===== src/rtl/stuff_mapper_pkg.sv =====
// Shared types and constants for the stuff/data mapper.
package stuff_mapper_pkg;

    typedef enum logic [1:0] {
        IDLE  = 2'd0,
        ARMED = 2'd1,
        RUN   = 2'd2
    } map_state_e;

    localparam logic [7:0] DEFAULT_STUFF_WORD = 8'h00;

    // Level counter needs one extra bit so that "full" (== depth) is representable.
    function automatic int fifo_level_w(input int depth);
        return $clog2(depth) + 1;
    endfunction

endpackage


===== src/rtl/stuff_data_mapper_if.sv =====
// Client stream, scheduler slot stream and line output of the stuff/data mapper.
interface stuff_data_mapper_if #(
    parameter int DATA_W = 8
) ();
    logic [DATA_W-1:0] in_data;
    logic              in_valid;
    logic              in_ready;
    logic              sched_sof;
    logic              sched_valid;
    logic              sched_ds;
    logic [DATA_W-1:0] out_data;
    logic              out_valid;
    logic              out_sof;
    logic              out_is_stuff;

    modport master (
        output in_data, in_valid, sched_sof, sched_valid, sched_ds,
        input  in_ready, out_data, out_valid, out_sof, out_is_stuff
    );

    modport slave (
        input  in_data, in_valid, sched_sof, sched_valid, sched_ds,
        output in_ready, out_data, out_valid, out_sof, out_is_stuff
    );
endinterface


===== src/rtl/stuff_data_mapper_sync_fifo.sv =====
// Client word FIFO: combinational head read, registered full/empty/level.
module sync_fifo
    import stuff_mapper_pkg::*;
#(
    parameter int DATA_W     = 8,
    parameter int FIFO_DEPTH = 16
) (
    input  logic                                clk,
    input  logic                                rst_n,
    input  logic                                push,
    input  logic [DATA_W-1:0]                   push_data,
    input  logic                                pop,
    output logic [DATA_W-1:0]                   head_data,
    output logic                                full,
    output logic                                empty,
    output logic [fifo_level_w(FIFO_DEPTH)-1:0] level
);
    localparam int AW = $clog2(FIFO_DEPTH);
    localparam int LW = fifo_level_w(FIFO_DEPTH);

    logic [DATA_W-1:0] mem [FIFO_DEPTH];
    logic [AW:0]       wr_ptr_q, wr_ptr_d, rd_ptr_q, rd_ptr_d;
    logic [LW-1:0]     level_q, level_d;
    logic              full_q, full_d, empty_q, empty_d;
    logic              do_push, do_pop;

    assign do_push = push && !full_q;
    assign do_pop  = pop && !empty_q;

    // Next pointers/level; full/empty come from the pointer MSB comparison.
    always_comb begin
        wr_ptr_d = wr_ptr_q + (AW+1)'(do_push);
        rd_ptr_d = rd_ptr_q + (AW+1)'(do_pop);
        level_d  = level_q;
        case ({do_push, do_pop})
            2'b10:   level_d = level_q + LW'(1);
            2'b01:   level_d = level_q - LW'(1);
            default: level_d = level_q;
        endcase
        empty_d = (wr_ptr_d == rd_ptr_d);
        full_d  = (wr_ptr_d[AW] != rd_ptr_d[AW]) && (wr_ptr_d[AW-1:0] == rd_ptr_d[AW-1:0]);
    end

    // Pointer and status registers.
    always_ff @(posedge clk or negedge rst_n) begin
        if (!rst_n) begin
            wr_ptr_q <= '0;
            rd_ptr_q <= '0;
            level_q  <= '0;
            full_q   <= 1'b0;
            empty_q  <= 1'b1;
        end else begin
            wr_ptr_q <= wr_ptr_d;
            rd_ptr_q <= rd_ptr_d;
            level_q  <= level_d;
            full_q   <= full_d;
            empty_q  <= empty_d;
        end
    end

    // Storage write; contents need no reset since pointers define validity.
    always_ff @(posedge clk) begin
        if (do_push) begin
            mem[wr_ptr_q[AW-1:0]] <= push_data;
        end
    end

    assign head_data = mem[rd_ptr_q[AW-1:0]];
    assign full      = full_q;
    assign empty     = empty_q;
    assign level     = level_q;
endmodule


===== src/rtl/stuff_data_mapper.sv =====
// Stuff/data mapper: turns scheduler slot decisions into a line frame,
// popping client words for data slots and emitting STUFF_WORD otherwise.
// Optional macro STUFF_DATA_MAPPER_ERR_CNT_EN adds a saturating err_cnt output.
module stuff_data_mapper
    import stuff_mapper_pkg::*;
#(
    parameter int                DATA_W     = 8,
    parameter int                FIFO_DEPTH = 16,
    parameter logic [DATA_W-1:0] STUFF_WORD = DATA_W'(DEFAULT_STUFF_WORD),
    parameter int                CNT_W      = 8
) (
    input  logic                                clk,
    input  logic                                rst_n,
    stuff_data_mapper_if.slave                  bus,
    output logic [CNT_W-1:0]                    last_frame_cm,
    output logic                                err_underflow,
    output logic                                err_no_sof,
`ifdef STUFF_DATA_MAPPER_ERR_CNT_EN
    output logic [15:0]                         err_cnt,
`endif
    output logic [fifo_level_w(FIFO_DEPTH)-1:0] fifo_level
);
    map_state_e        state_q, state_d;
    logic [DATA_W-1:0] out_data_q, out_data_d;
    logic              out_valid_q, out_valid_d;
    logic              out_sof_q, out_sof_d;
    logic              out_stuff_q, out_stuff_d;
    logic [CNT_W-1:0]  cnt_q, cnt_d;
    logic [CNT_W-1:0]  last_cm_q, last_cm_d;
    logic              err_uf_q, err_uf_d;
    logic              err_ns_q, err_ns_d;

    logic [DATA_W-1:0] fifo_head;
    logic              fifo_full, fifo_empty, fifo_pop;

    sync_fifo #(
        .DATA_W     (DATA_W),
        .FIFO_DEPTH (FIFO_DEPTH)
    ) u_fifo (
        .clk       (clk),
        .rst_n     (rst_n),
        .push      (bus.in_valid),
        .push_data (bus.in_data),
        .pop       (fifo_pop),
        .head_data (fifo_head),
        .full      (fifo_full),
        .empty     (fifo_empty),
        .level     (fifo_level)
    );

    // Frame FSM, slot mux, data-slot counter and error detection.
    always_comb begin
        state_d     = state_q;
        out_data_d  = out_data_q;
        out_valid_d = 1'b0;
        out_sof_d   = 1'b0;
        out_stuff_d = out_stuff_q;
        cnt_d       = cnt_q;
        last_cm_d   = last_cm_q;
        err_uf_d    = 1'b0;
        err_ns_d    = 1'b0;
        fifo_pop    = 1'b0;

        case (state_q)
            IDLE: begin
                if (bus.sched_sof) begin
                    state_d = ARMED;
                end else if (bus.sched_valid) begin
                    err_ns_d = 1'b1;
                end
            end
            ARMED, RUN: begin
                if (bus.sched_sof) begin
                    // Closing a running frame publishes its count; re-arming is idempotent.
                    if (state_q == RUN) begin
                        last_cm_d = cnt_q;
                        cnt_d     = '0;
                    end
                    state_d = ARMED;
                end else if (bus.sched_valid) begin
                    out_valid_d = 1'b1;
                    out_sof_d   = (state_q == ARMED);
                    state_d     = RUN;
                    if (bus.sched_ds && !fifo_empty) begin
                        fifo_pop    = 1'b1;
                        out_data_d  = fifo_head;
                        out_stuff_d = 1'b0;
                        if (cnt_q != {CNT_W{1'b1}}) begin
                            cnt_d = cnt_q + CNT_W'(1);
                        end
                    end else begin
                        // Scheduled stuff, or a data slot that found nothing buffered.
                        out_data_d  = STUFF_WORD;
                        out_stuff_d = 1'b1;
                        err_uf_d    = bus.sched_ds;
                    end
                end
            end
            default: state_d = IDLE;
        endcase
    end

    // Registered state and outputs.
    always_ff @(posedge clk or negedge rst_n) begin
        if (!rst_n) begin
            state_q     <= IDLE;
            out_data_q  <= STUFF_WORD;
            out_valid_q <= 1'b0;
            out_sof_q   <= 1'b0;
            out_stuff_q <= 1'b0;
            cnt_q       <= '0;
            last_cm_q   <= '0;
            err_uf_q    <= 1'b0;
            err_ns_q    <= 1'b0;
        end else begin
            state_q     <= state_d;
            out_data_q  <= out_data_d;
            out_valid_q <= out_valid_d;
            out_sof_q   <= out_sof_d;
            out_stuff_q <= out_stuff_d;
            cnt_q       <= cnt_d;
            last_cm_q   <= last_cm_d;
            err_uf_q    <= err_uf_d;
            err_ns_q    <= err_ns_d;
        end
    end

`ifdef STUFF_DATA_MAPPER_ERR_CNT_EN
    logic [15:0] err_cnt_q, err_cnt_d;

    // Saturating error-event count; simultaneous errors count once.
    always_comb begin
        err_cnt_d = err_cnt_q;
        if ((err_uf_d || err_ns_d) && (err_cnt_q != 16'hFFFF)) begin
            err_cnt_d = err_cnt_q + 16'd1;
        end
    end

    // Error counter register.
    always_ff @(posedge clk or negedge rst_n) begin
        if (!rst_n) begin
            err_cnt_q <= '0;
        end else begin
            err_cnt_q <= err_cnt_d;
        end
    end

    assign err_cnt = err_cnt_q;
`endif

    assign bus.in_ready     = !fifo_full;
    assign bus.out_data     = out_data_q;
    assign bus.out_valid    = out_valid_q;
    assign bus.out_sof      = out_sof_q;
    assign bus.out_is_stuff = out_stuff_q;
    assign last_frame_cm    = last_cm_q;
    assign err_underflow    = err_uf_q;
    assign err_no_sof       = err_ns_q;
endmodule


===== src/flat_wrapper.sv =====
// flat-port wrapper written by rule: the top's interface ports become plain ports
module stuff_data_mapper_flat import stuff_mapper_pkg::*;
#(
    parameter int                DATA_W     = 8,
    parameter int                FIFO_DEPTH = 16,
    parameter logic [DATA_W-1:0] STUFF_WORD = DATA_W'(DEFAULT_STUFF_WORD),
    parameter int                CNT_W      = 8
)
  (clk, rst_n, last_frame_cm, err_underflow, err_no_sof, fifo_level, bus_in_data, bus_in_valid, bus_sched_sof, bus_sched_valid, bus_sched_ds, bus_in_ready, bus_out_data, bus_out_valid, bus_out_sof, bus_out_is_stuff);
  stuff_data_mapper_if #(.DATA_W(DATA_W)) bus_i ();
  input  logic clk;
  input  logic rst_n;
  output logic [CNT_W-1:0] last_frame_cm;
  output logic err_underflow;
  output logic err_no_sof;
  output logic [fifo_level_w(FIFO_DEPTH)-1:0] fifo_level;
  input wire logic [$bits(bus_i.in_data)-1:0] bus_in_data;
  input wire logic [$bits(bus_i.in_valid)-1:0] bus_in_valid;
  input wire logic [$bits(bus_i.sched_sof)-1:0] bus_sched_sof;
  input wire logic [$bits(bus_i.sched_valid)-1:0] bus_sched_valid;
  input wire logic [$bits(bus_i.sched_ds)-1:0] bus_sched_ds;
  output wire logic [$bits(bus_i.in_ready)-1:0] bus_in_ready;
  output wire logic [$bits(bus_i.out_data)-1:0] bus_out_data;
  output wire logic [$bits(bus_i.out_valid)-1:0] bus_out_valid;
  output wire logic [$bits(bus_i.out_sof)-1:0] bus_out_sof;
  output wire logic [$bits(bus_i.out_is_stuff)-1:0] bus_out_is_stuff;
  assign bus_i.in_data = bus_in_data;
  assign bus_i.in_valid = bus_in_valid;
  assign bus_i.sched_sof = bus_sched_sof;
  assign bus_i.sched_valid = bus_sched_valid;
  assign bus_i.sched_ds = bus_sched_ds;
  assign bus_in_ready = bus_i.in_ready;
  assign bus_out_data = bus_i.out_data;
  assign bus_out_valid = bus_i.out_valid;
  assign bus_out_sof = bus_i.out_sof;
  assign bus_out_is_stuff = bus_i.out_is_stuff;
  stuff_data_mapper #(.DATA_W(DATA_W), .FIFO_DEPTH(FIFO_DEPTH), .STUFF_WORD(STUFF_WORD), .CNT_W(CNT_W)) u_core (.clk(clk), .rst_n(rst_n), .bus(bus_i), .last_frame_cm(last_frame_cm), .err_underflow(err_underflow), .err_no_sof(err_no_sof), .fifo_level(fifo_level));
endmodule

===== config.mk =====
export PLATFORM = sky130hd
export DESIGN_NAME = stuff_data_mapper_flat
export DESIGN_NICKNAME = d
export VERILOG_FILES = /design/src/rtl/stuff_mapper_pkg.sv /design/src/rtl/stuff_data_mapper_if.sv /design/src/rtl/stuff_data_mapper_sync_fifo.sv /design/src/rtl/stuff_data_mapper.sv /design/src/flat_wrapper.sv
export SDC_FILE = /design/constraint.sdc
export NUM_CORES = 1
export LEC_CHECK = 0
export BUFFER_PORTS_ARGS = -buffer_cell sky130_fd_sc_hd__buf_4
export CORE_MARGIN = 5
export CORE_UTILIZATION = 60
export DETAILED_ROUTE_END_ITERATION = 8
export MAX_ROUTING_LAYER = met4
export PLACE_DENSITY_LB_ADDON = 0.3
export SYNTH_ARGS = -nofsm -noshare
export SYNTH_HDL_FRONTEND = slang
export SYNTH_HIERARCHICAL = 1
export SYNTH_SLANG_ARGS = --single-unit
export TNS_END_PERCENT = 50

===== constraint.sdc =====
create_clock -name clk -period 4.2 [get_ports clk]
set_clock_uncertainty 0.1 [all_clocks]
set_input_delay 0.84 -clock clk [delete_from_list [all_inputs] [get_ports clk]]
set_output_delay 0.84 -clock clk [all_outputs]
set_load 0.03 [all_outputs]

==> run summary, run 1 <==
The CTS sink count came out at ~180. The number of core rows is 40. The post-synthesis share of cell area spent on xor and xnor gates came out at approximately 2.2%. Grouping stages by cell kind, the critical path spends the most delay in simple AND/OR/NAND/NOR gates.

The cell type with the highest aggregate area in the netlist is sky130_fd_sc_hd__edfxtp_1. The number of cells on the worst reg-to-reg path is 12. The maximum root-to-sink buffer count is 2.

The via count is 4093. The number of design rule violations left after detail routing came out at 0. Gates resized during post-CTS repair numbered 0. Once detail routing completed, the nets flagged for antenna violations numbered 0.

The required time at the endpoint of the critical path is approximately 4.5 ns. The half-perimeter wire length after placement is 9227 µm. The compound-cell area share of the yosys netlist is slightly above 7%. For this run, the leading register cell type out of synthesis is sky130_fd_sc_hd__edfxtp_1.

The highest ir drop seen on vdd came out at between 0.4 and 0.5 mV. The clock reaches the later pin of the worst-skew pair after approximately 0.42 ns. Global routing finished with a remaining overflow of 0.

The count of antenna diodes in the layout is 0. The clock buffer count from CTS came out at 17. Measured along the y axis, the die boundary spans 120.0 µm. The max-slew violation count came out at 0.

By area, the combinational part of the netlist is dominated by multiplexers. The first-pass iteration count of the detailed router came out at 5. The start of the worst register-to-register path is u_core/state_q[0].

In the synthesized netlist, the cells that appear most often are sky130_fd_sc_hd__edfxtp_1, sky130_fd_sc_hd__dfrtp_1, sky130_fd_sc_hd__mux2i_1. Traced cell by cell, the critical path runs through inv_1 > ha_1 > nand3b_1 > buf_4 > nor2_1 > nor2b_2 > ha_1 > ha_1 > xor2_1 > xor2_1 > or4_4 > nor2b_1. The pin count of the biggest net entering global routing came out at 49.

The core region area is 11960 µm². The mean routed wirelength per cell came out at approximately 22 µm. The initial cell density of the core is 60.70%. The final-stage net count is roughly 520. Input and output buffers added on the ports amount to 40. The fraction of registers with async set/reset is a little over a quarter. The critical path runs through a total of 12 cells. The number of nets produced by synthesis is ~480. Following the worst setup path forward leads to its endpoint at u_core/u_fifo/full. The number of buffers and inverters on the critical path is 2.

The endpoint identified for the worst register-to-register timing path is u_core/u_fifo/full. Dividing total power by cell area gives a power density of between 700 and 800 nW/µm². The reg-to-reg setup timing slack is around 1.1 ns. The worst setup path is captured at a flip-flop. Yosys attributes the largest share of cell area to sky130_fd_sc_hd__edfxtp_1, sky130_fd_sc_hd__dfrtp_1, sky130_fd_sc_hd__mux4_2. On the worst path, the slowest cell contributes a delay of roughly 0.54 ns. The synthesized design contains 128 enable-type register cells.

Counting I/O delays and the setup requirement, the final critical path takes around 3.1 ns. Buffers inserted to repair hold after CTS numbered 0. The maximum fanout along the worst path is 11. The number of synthesis warnings is 6.

The portion of netlist area occupied by mux cells came out at approximately 11%. The most common cell in the synthesized netlist is sky130_fd_sc_hd__edfxtp_1. The I/O pin count is between 40 and 50. The total number of H-tree levels is 4. The fraction of layout instances using a drive strength above 1 came out at between 20% and 30%. The number of non-filler instances in the completed layout is between 600 and 700.

The top cell type's share of synthesized area is approximately 53%. In this run the worst hold path is classified as input port to async pin. In this run, the number of DRC markers left after iteration 0 of detailed routing was 286. After detailed routing, the number of vias per cell comes to between 6 and 7. The largest individual stage delay along the critical path comes from the cell sky130_fd_sc_hd__or4_4. Counting distinct cell types in the post-synthesis netlist gives 53. After Yosys synthesis, full adders, half adders and majority gates account for between 1.5 and 2% of the synthesized area.

The max capacitance violation total is 0. The headroom to the max-slew limit is about a third. The cell count after synthesis came out at roughly 450. The static leakage is about 0.0032 µW. The most common cell type on the critical path is sky130_fd_sc_hd__ha_1. TritonCTS built the clock tree. The total track usage is 22.30%. After clock tree synthesis, the clock-pin slew on the worst setup and hold paths is 0.06 ns. The setup total negative slack came out at 0 ns. Timing would allow up to 319.7 MHz. The final number of hold-violating endpoints is 0. The number of buffers inserted by post-CTS setup repair is 0. The aggregate routed wire length is 14490 µm. The wire length of the first global-routing pass came out at approximately 23000 µm. Tracing the worst setup path back leads to its startpoint at u_core/state_q[0]. The cell area after synthesis came out at 7261 µm².

The congestion estimate from routability-driven global placement came to roughly 0.88. The run finished with clean final reports. The transition time of the tightest slew-check pin came out at ~1 ns. The growth of design area from synthesis to finish is 15.41%.

After synthesis, flip-flops and latches occupy 69.50% of the total area. The mean instance size in the synthesized netlist is approximately 16 µm². The die boundary width came out at roughly 120 µm. The number of antenna violations at the first check in global routing came out at 0. The worst endpoint data arrival time came out at ~3.4 ns. STA classifies the critical path startpoint as a flip-flop. By startpoint and endpoint, the worst setup path is classified as flip-flop to flip-flop.

Setup violations remaining at the end of the flow were counted as 0. The number of cells after detailed placement came out at approximately 630. The via count of the first global-routing pass came to 4185. Setup repair after global routing left no endpoint under its margin. The synthesized flop and latch total is 176.

The floorplan die area is ~14000 µm². The synthesized-area fraction occupied by and/or/nand/nor cells came out at 5.859%. The cell sitting at the root of the clock tree is a sky130_fd_sc_hd__clkbuf_16. The post-route fraction of the period consumed by the critical path is 74.47%.
==> worst reg2reg max path, cell delays in order (launching register included) <==
cell	delay, ns
sky130_fd_sc_hd__dfrtp_1	0.44
sky130_fd_sc_hd__inv_1	0.10
sky130_fd_sc_hd__ha_1	0.34
sky130_fd_sc_hd__nand3b_1	0.09
sky130_fd_sc_hd__buf_4	0.19
sky130_fd_sc_hd__nor2_1	0.15
sky130_fd_sc_hd__nor2b_2	0.28
sky130_fd_sc_hd__ha_1	0.22
sky130_fd_sc_hd__ha_1	0.19
sky130_fd_sc_hd__xor2_1	0.21
sky130_fd_sc_hd__xor2_1	0.10
sky130_fd_sc_hd__or4_4	0.54
sky130_fd_sc_hd__nor2b_1	0.12
==> sequential cells by signal, summed over array words and instances (netlist names) <==
signal,cells
u_core/u_fifo/mem,128
u_core/bus.out_valid,1
u_core/bus.out_is_stuff,1
u_core/err_no_sof,1
u_core/cnt_q,8
u_core/bus.out_sof,1
u_core/u_fifo/rd_ptr_q,5
u_core/state_q,2
u_core/u_fifo/wr_ptr_q,5
u_core/err_underflow,1
u_core/u_fifo/level,5
u_core/last_frame_cm,8
u_core/bus.out_data,8
u_core/u_fifo/empty,1
u_core/u_fifo/full,1
==> cells in the final DEF, fill, tap and decap left out, types with 4 or more instances in the layout <==
cell type / synthesis / routed
sky130_fd_sc_hd__a21oi_1: 13 / 13
sky130_fd_sc_hd__a221oi_1: 8 / 8
sky130_fd_sc_hd__a22o_1: 8 / 8
sky130_fd_sc_hd__a22oi_1: 9 / 9
sky130_fd_sc_hd__a31oi_1: 4 / 4
sky130_fd_sc_hd__and3_1: 4 / 4
sky130_fd_sc_hd__buf_4: 2 / 48
sky130_fd_sc_hd__bufinv_16: 0 / 7
sky130_fd_sc_hd__clkbuf_16: 0 / 17
sky130_fd_sc_hd__dfrtp_1: 47 / 46
sky130_fd_sc_hd__edfxtp_1: 128 / 128
sky130_fd_sc_hd__ha_1: 11 / 11
sky130_fd_sc_hd__inv_1: 7 / 7
sky130_fd_sc_hd__mux2_2: 18 / 18
sky130_fd_sc_hd__mux2i_1: 27 / 27
sky130_fd_sc_hd__mux4_2: 16 / 16
sky130_fd_sc_hd__nand2_1: 17 / 17
sky130_fd_sc_hd__nand2b_1: 5 / 5
sky130_fd_sc_hd__nand3_1: 12 / 12
sky130_fd_sc_hd__nor2_1: 20 / 20
sky130_fd_sc_hd__nor3_1: 7 / 7
sky130_fd_sc_hd__o21ai_0: 19 / 19
sky130_fd_sc_hd__xnor2_1: 5 / 5
sky130_fd_sc_hd__xor2_1: 11 / 11
==> how the worst min path moves through the flow <==
stage | end | slack (ns) | depth (start not counted)
6_report | u_core/last_frame_cm[3] | 0.31 | 1
2_1_floorplan | u_core/u_fifo/wr_ptr_q[4] | 0.38 | 2
3_5_place_dp | u_core/bus.out_is_stuff | 0.39 | 2
4_1_cts | u_core/last_frame_cm[0] | 0.33 | 1
5_1_grt | u_core/last_frame_cm[1] | 0.35 | 1
3_3_place_gp | u_core/u_fifo/level[4] | 0.37 | 1
==> logic make-up after synthesis <==
group / count (synthesis)
multiplexers: 61
AO/OA/AOI/OAI: 74
adder cells (fa/ha/maj): 11
XOR/XNOR: 17
AND/OR/NAND/NOR: 83
buffers and inverters: 29
flip-flops: 176
==> routing by layer <==
layer	part of all wire (%)	up-vias	wire length, µm	GRT usage (%)
met5	0	-	0	-
met4	2.4	0	348	8.375
met3	6.6	30	949	5.891
met2	50	150	7192	34.07
met1	41	2079	5994	29.14
li1	-	1834	-	-
==> layout make-up <==
type | instances | area (µm²)
Sequential cell | 176 | 5047
Clock inverter | 15 | 262.8
Timing Repair Buffer | 48 | 360.3
Clock buffer | 17 | 425.4
Fill cell | 760 | 3582
Multi-Input combinational cell | 246 | 2066
Inverter | 9 | 33.78
Tap cell | 147 | 183.9
==> per-stage QoR <==
stage | hold WS (ns) | total power, µW | cell area [µm²] | setup WS [ns] | util (%)
detailed placement | 0.3922 | 4130 | 7691 | 0.8719 | 64.30
global route | 0.3540 | 6191 | 8379 | 0.8456 | 70.05
CTS | 0.3306 | 5947 | 8379 | 1.063 | 70.05
finish | 0.3126 | 5916 | 8379 | 1.072 | 70.05
global placement | 0.3690 | 4069 | 7691 | 0.9839 | 64.30
floorplan | 0.3770 | 3614 | 7261 | 0.8724 | -
==> power breakdown <==
| part | total, µW | internal, µW | leakage, µW | switching [µW] |
|---|---|---|---|---|
| logic | 1620 | 725 | 0.00111 | 895 |
| registers | 2490 | 2160 | 0.00177 | 335 |
| clock network | 1800 | 1170 | 0.000325 | 632 |
| total | 5920 | 4050 | 0.00320 | 1860 |
No activity file was read; power rests on OpenSTA's default activity.
==> run 2: changes to the inputs <==
--- a/config.mk
+++ b/config.mk
@@ -5,9 +5,10 @@
 export SDC_FILE = /design/constraint.sdc
 export NUM_CORES = 1
 export LEC_CHECK = 0
+export ABC_AREA = 1
 export BUFFER_PORTS_ARGS = -buffer_cell sky130_fd_sc_hd__buf_4
 export CORE_MARGIN = 5
-export CORE_UTILIZATION = 60
+export CORE_UTILIZATION = 55
 export DETAILED_ROUTE_END_ITERATION = 8
 export MAX_ROUTING_LAYER = met4
 export PLACE_DENSITY_LB_ADDON = 0.3
==> constraint.sdc (replaced) <==
create_clock -name clk -period 2.5 [get_ports clk]
set_clock_uncertainty 0.1 [all_clocks]
set_input_delay 0.5 -clock clk [delete_from_list [all_inputs] [get_ports clk]]
set_output_delay 0.5 -clock clk [all_outputs]
set_load 0.03 [all_outputs]
==> run summary, run 2 <==
The flow ran to the end, and the final reports show no timing, DRC or antenna violations. The clock buffer count from CTS came out at 17 (unchanged). The maximum root-to-sink buffer count is 2 (unchanged). The final number of hold-violating endpoints is 0 (unchanged). The number of buffers inserted by port buffering is 40 (unchanged). The clock tree from TritonCTS is yes. In the layout the commonest cells are sky130_fd_sc_hd__nand2_1, sky130_fd_sc_hd__edfxtp_1, sky130_fd_sc_hd__nor2_1.

The met3 usage in global routing came out at 5.676% (-0.21 points). The max-slew violation count is 0 (unchanged). After synthesis, the most frequently instantiated cells are sky130_fd_sc_hd__nand2_1, sky130_fd_sc_hd__edfxtp_1, sky130_fd_sc_hd__nor2_1.

The number of antenna violations at the first check in global routing is 0 (unchanged). The required time at the endpoint of the critical path came out at 2.71 ns (-1.74 ns). The number of distinct standard cells referenced by the synthesized netlist was 38 (-28%). The weighted congestion reported at the end of routability-driven placement came out at 0.8836 (about the same). The mean routed wirelength per cell came to 17.00 µm (-23%). The fraction of the core area covered by cells at the end of the flow was 65.53% (-4.5 points).

The number of nets produced by synthesis is 721 (+51%). The final-stage net count is 786 (+50%). The most used flip-flop cell after synthesis is sky130_fd_sc_hd__edfxtp_1. The initial cell density of the core is 56.65% (-4.1 points). The most common library cell in the layout ignoring fill and taps is sky130_fd_sc_hd__nand2_1. The critical path starts at u_core/state_q[1]. The aggregate routed wire length is 16120 µm (+11%). The total number of H-tree levels is 4 (unchanged). The fraction of layout instances using a drive strength above 1 is 17.62% (-6.8 points). The insertion delay of the later-clocked pin in the worst-skew pair is 0.42 ns (about the same).

The met1 global-route usage came out at 26.55% (-2.6 points). The detailed router's first-iteration violation count is 538 (+88%). The CTS sink count is 176 (unchanged).

The number of design rule violations left after detail routing was 0 (unchanged). The clock-pin slew reported for the worst setup and hold paths after clock tree synthesis is 0.06 ns (about the same). The number of synthesis warnings came out at 6 (unchanged). The clock tree root driver cell is sky130_fd_sc_hd__clkbuf_16. The register area share after synthesis came to 66.74% (-2.8 points). The number of nets still failing antenna checks after routing came out at 0 (unchanged).

The worst setup path is of the flip-flop to flip-flop kind. The core region area came out at 13350 µm² (+12%). The total track usage is 21.38% (-0.92 points). The highest ir drop seen on vdd was 0.5767 mV (+38%). The startpoint identified for the worst hold timing path is bus_sched_ds. The class of the most critical hold timing path is input port to flip-flop.

The number of setup violations in the final report is 0 (unchanged). The fraction of registers with async set/reset is 27.27% (unchanged). The static leakage came to 0.003567 µW (+11%). The area after detailed placement is 8100 µm² (+5.3%). The area occupied by multi-input gates is 2243 µm² (+8.6%). The worst endpoint data arrival time came out at 2.58 ns (-0.80 ns).

The maximum fanout along the worst path came out at 4 (-7). The cell count after synthesis is 696 (+54%). The first-pass iteration count of the detailed router came to 5 (unchanged). The most congested layer reported by global routing is met2. The area occupied by registers was 5047 µm² (unchanged). The growth of design area from synthesis to finish is 15.69%.

The number of non-filler instances in the completed layout is 948 (+44%). The headroom to the max-slew limit is 60.41% (+26 points). The count of antenna diodes in the layout was 0 (unchanged). The via count came to 5225 (+28%). The transition time of the tightest slew-check pin is 0.5938 ns (-0.3803 ns). The I/O pin count is 41 (unchanged).

STA classifies the critical path startpoint as a flip-flop. The via density per instance came out at 5.512 (-11%). The y dimension of the die was 127.3 µm (+6.0%). Yosys instantiated no cell more often than sky130_fd_sc_hd__nand2_1. The cell type with the highest aggregate area in the netlist is sky130_fd_sc_hd__edfxtp_1. The die boundary width is 127.3 µm (+6.0%).

The startpoint identified for the worst register-to-register timing path is u_core/state_q[1]. The floorplan die area came out at 16190 µm² (+12%). The shortest period the worst path allows is 2.363 ns (-0.7646 ns). The smallest hold slack is 0.2175 ns (-0.09507 ns). The flip-flop count of the largest register after layout was 128 (unchanged). The power density over the cells came out at 1093 nW/µm² (+55%).

The setup total negative slack came out at 0 ns (unchanged). STA classifies the critical path endpoint as a flip-flop. The global route total overflow came out at 0 (unchanged). Ranked by total cell area, the synthesized netlist is headed by sky130_fd_sc_hd__edfxtp_1, sky130_fd_sc_hd__dfrtp_1, sky130_fd_sc_hd__nand2_1. The half-perimeter wire length after placement was 10110 µm (+9.6%).

The achievable frequency is 423.1 MHz (+32%). The via count of the first global-routing pass came to 5004 (+20%). The number of core rows came out at 42 (+5.0%). The top cell type's share of synthesized area is 50.84% (-2.1 points). The max capacitance violation total is 0 (unchanged). The synthesized flop and latch total is 176 (unchanged). The pin count of the biggest net entering global routing came out at 65 (+33%). The fill cell instance count of the final layout came out at 1022 (+34%). The met2 global-route usage came out at 34.28% (+0.21 points). The cell area after synthesis is 7561 µm² (+4.1%). The post-route fraction of the period consumed by the critical path came out at 94.53% (+20 points). The mean instance size in the synthesized netlist is 10.86 µm² (-33%). The wire length of the first global-routing pass is 25500 µm (+9.8%). The number of cells after detailed placement is 911 (+46%).

Setup repair after global routing left no endpoint under its margin. The cell area after layout was 8747 µm² (+4.4%). The number of enable-type register cells in the synthesized netlist was 128 (unchanged).
==> run 2: changes by cell type after synthesis, sizes merged, moves of 11 or more <==
cell	delta
mux2	-15
buf	+11
mux2i	-27
nand3	+25
a21oi	+17
nand2	+151
nor2	+75
o21ai	+57
mux4	-16
inv	+38
==> run 2: metal layers <==
| layer | wire [µm] | vias to the layer above |
|---|---|---|
| met5 | 0 | - |
| met4 | 333 | 0 |
| met3 | 1102 | 30 |
| met2 | 7998 | 201 |
| met1 | 6681 | 2514 |
| li1 | - | 2480 |
==> run 2: worst max-delay path, cell delays in order (launching register included) <==
cell                      delay, ns
sky130_fd_sc_hd__dfrtp_1       0.36
sky130_fd_sc_hd__inv_2         0.07
sky130_fd_sc_hd__ha_4          0.28
sky130_fd_sc_hd__nand2_4       0.06
sky130_fd_sc_hd__nor2_4        0.11
sky130_fd_sc_hd__nand2_2       0.06
sky130_fd_sc_hd__inv_2         0.06
sky130_fd_sc_hd__inv_2         0.04
sky130_fd_sc_hd__nor2_4        0.16
sky130_fd_sc_hd__ha_4          0.19
sky130_fd_sc_hd__inv_2         0.06
sky130_fd_sc_hd__nand2_2       0.06
sky130_fd_sc_hd__and2_4        0.15
sky130_fd_sc_hd__ha_4          0.12
sky130_fd_sc_hd__inv_2         0.04
sky130_fd_sc_hd__nand2_2       0.08
sky130_fd_sc_hd__nand2_2       0.06
sky130_fd_sc_hd__nand2_1       0.06
sky130_fd_sc_hd__nand2_1       0.04
sky130_fd_sc_hd__nand3_1       0.07
sky130_fd_sc_hd__nand2_1       0.05
==> run 2: cells by family (layout without fill, tap and decap cells) <==
family	count (synthesis)	count (layout)	synth area share, %
compound gates	119	119	8.456
xor+xnor	8	8	1.026
fa+ha+maj	11	11	1.820
buf+inv	74	150	5.047
flops	176	176	66.74
mux	3	3	0.4468
simple gates	305	305	16.47
==> run 2: what timing repair did <==
item	in CTS	in global routing
endpoints found under the setup margin	4	4
hold buffers	1	0
resized for setup	11	15
hold endpoints to repair	44	0
pin swaps	4	7
buffers inserted	3	3
==> run 2: area by class of cell <==
type                       count  area share, %
tap                          176          2.518
inverter                      48          2.217
clock buffer                  21          5.035
clock inverter                 9         0.5293
multi-input combinational    446          25.65
sequential                   176          57.70
timing repair buffer          72          6.351
==> run 2: metrics by stage <==
stage | total power [µW] | setup WS [ns]
floorplan | 6229 | 0.01573
detailed placement | 7139 | -0.1003
global placement | 7026 | 0.09271
CTS | 9485 | 0.0007425
finish | 9564 | 0.1367
global route | 10170 | 0.001196
==> run 2: where the power goes <==
part	total (µW)	switching [µW]	internal [µW]
clock	2230	994	1240
combinational	3410	2230	1180
sequential	3920	323	3600
total	9560	3550	6010
==> run 2: final timing paths <==
kind | to | slack (ns) | depth (start not counted)
worst max-delay path | u_core/u_fifo/level[4] | 0.14 | 20
worst min-delay path | u_core/err_underflow | 0.22 | 3
worst max register to register | u_core/u_fifo/level[4] | 0.14 | 20
worst min register to register | u_core/last_frame_cm[5] | 0.38 | 2
max in group asynchronous | u_core/u_fifo/rd_ptr_q[0] | 1.34 | 2
min in group asynchronous | u_core/u_fifo/level[1] | 0.53 | 2
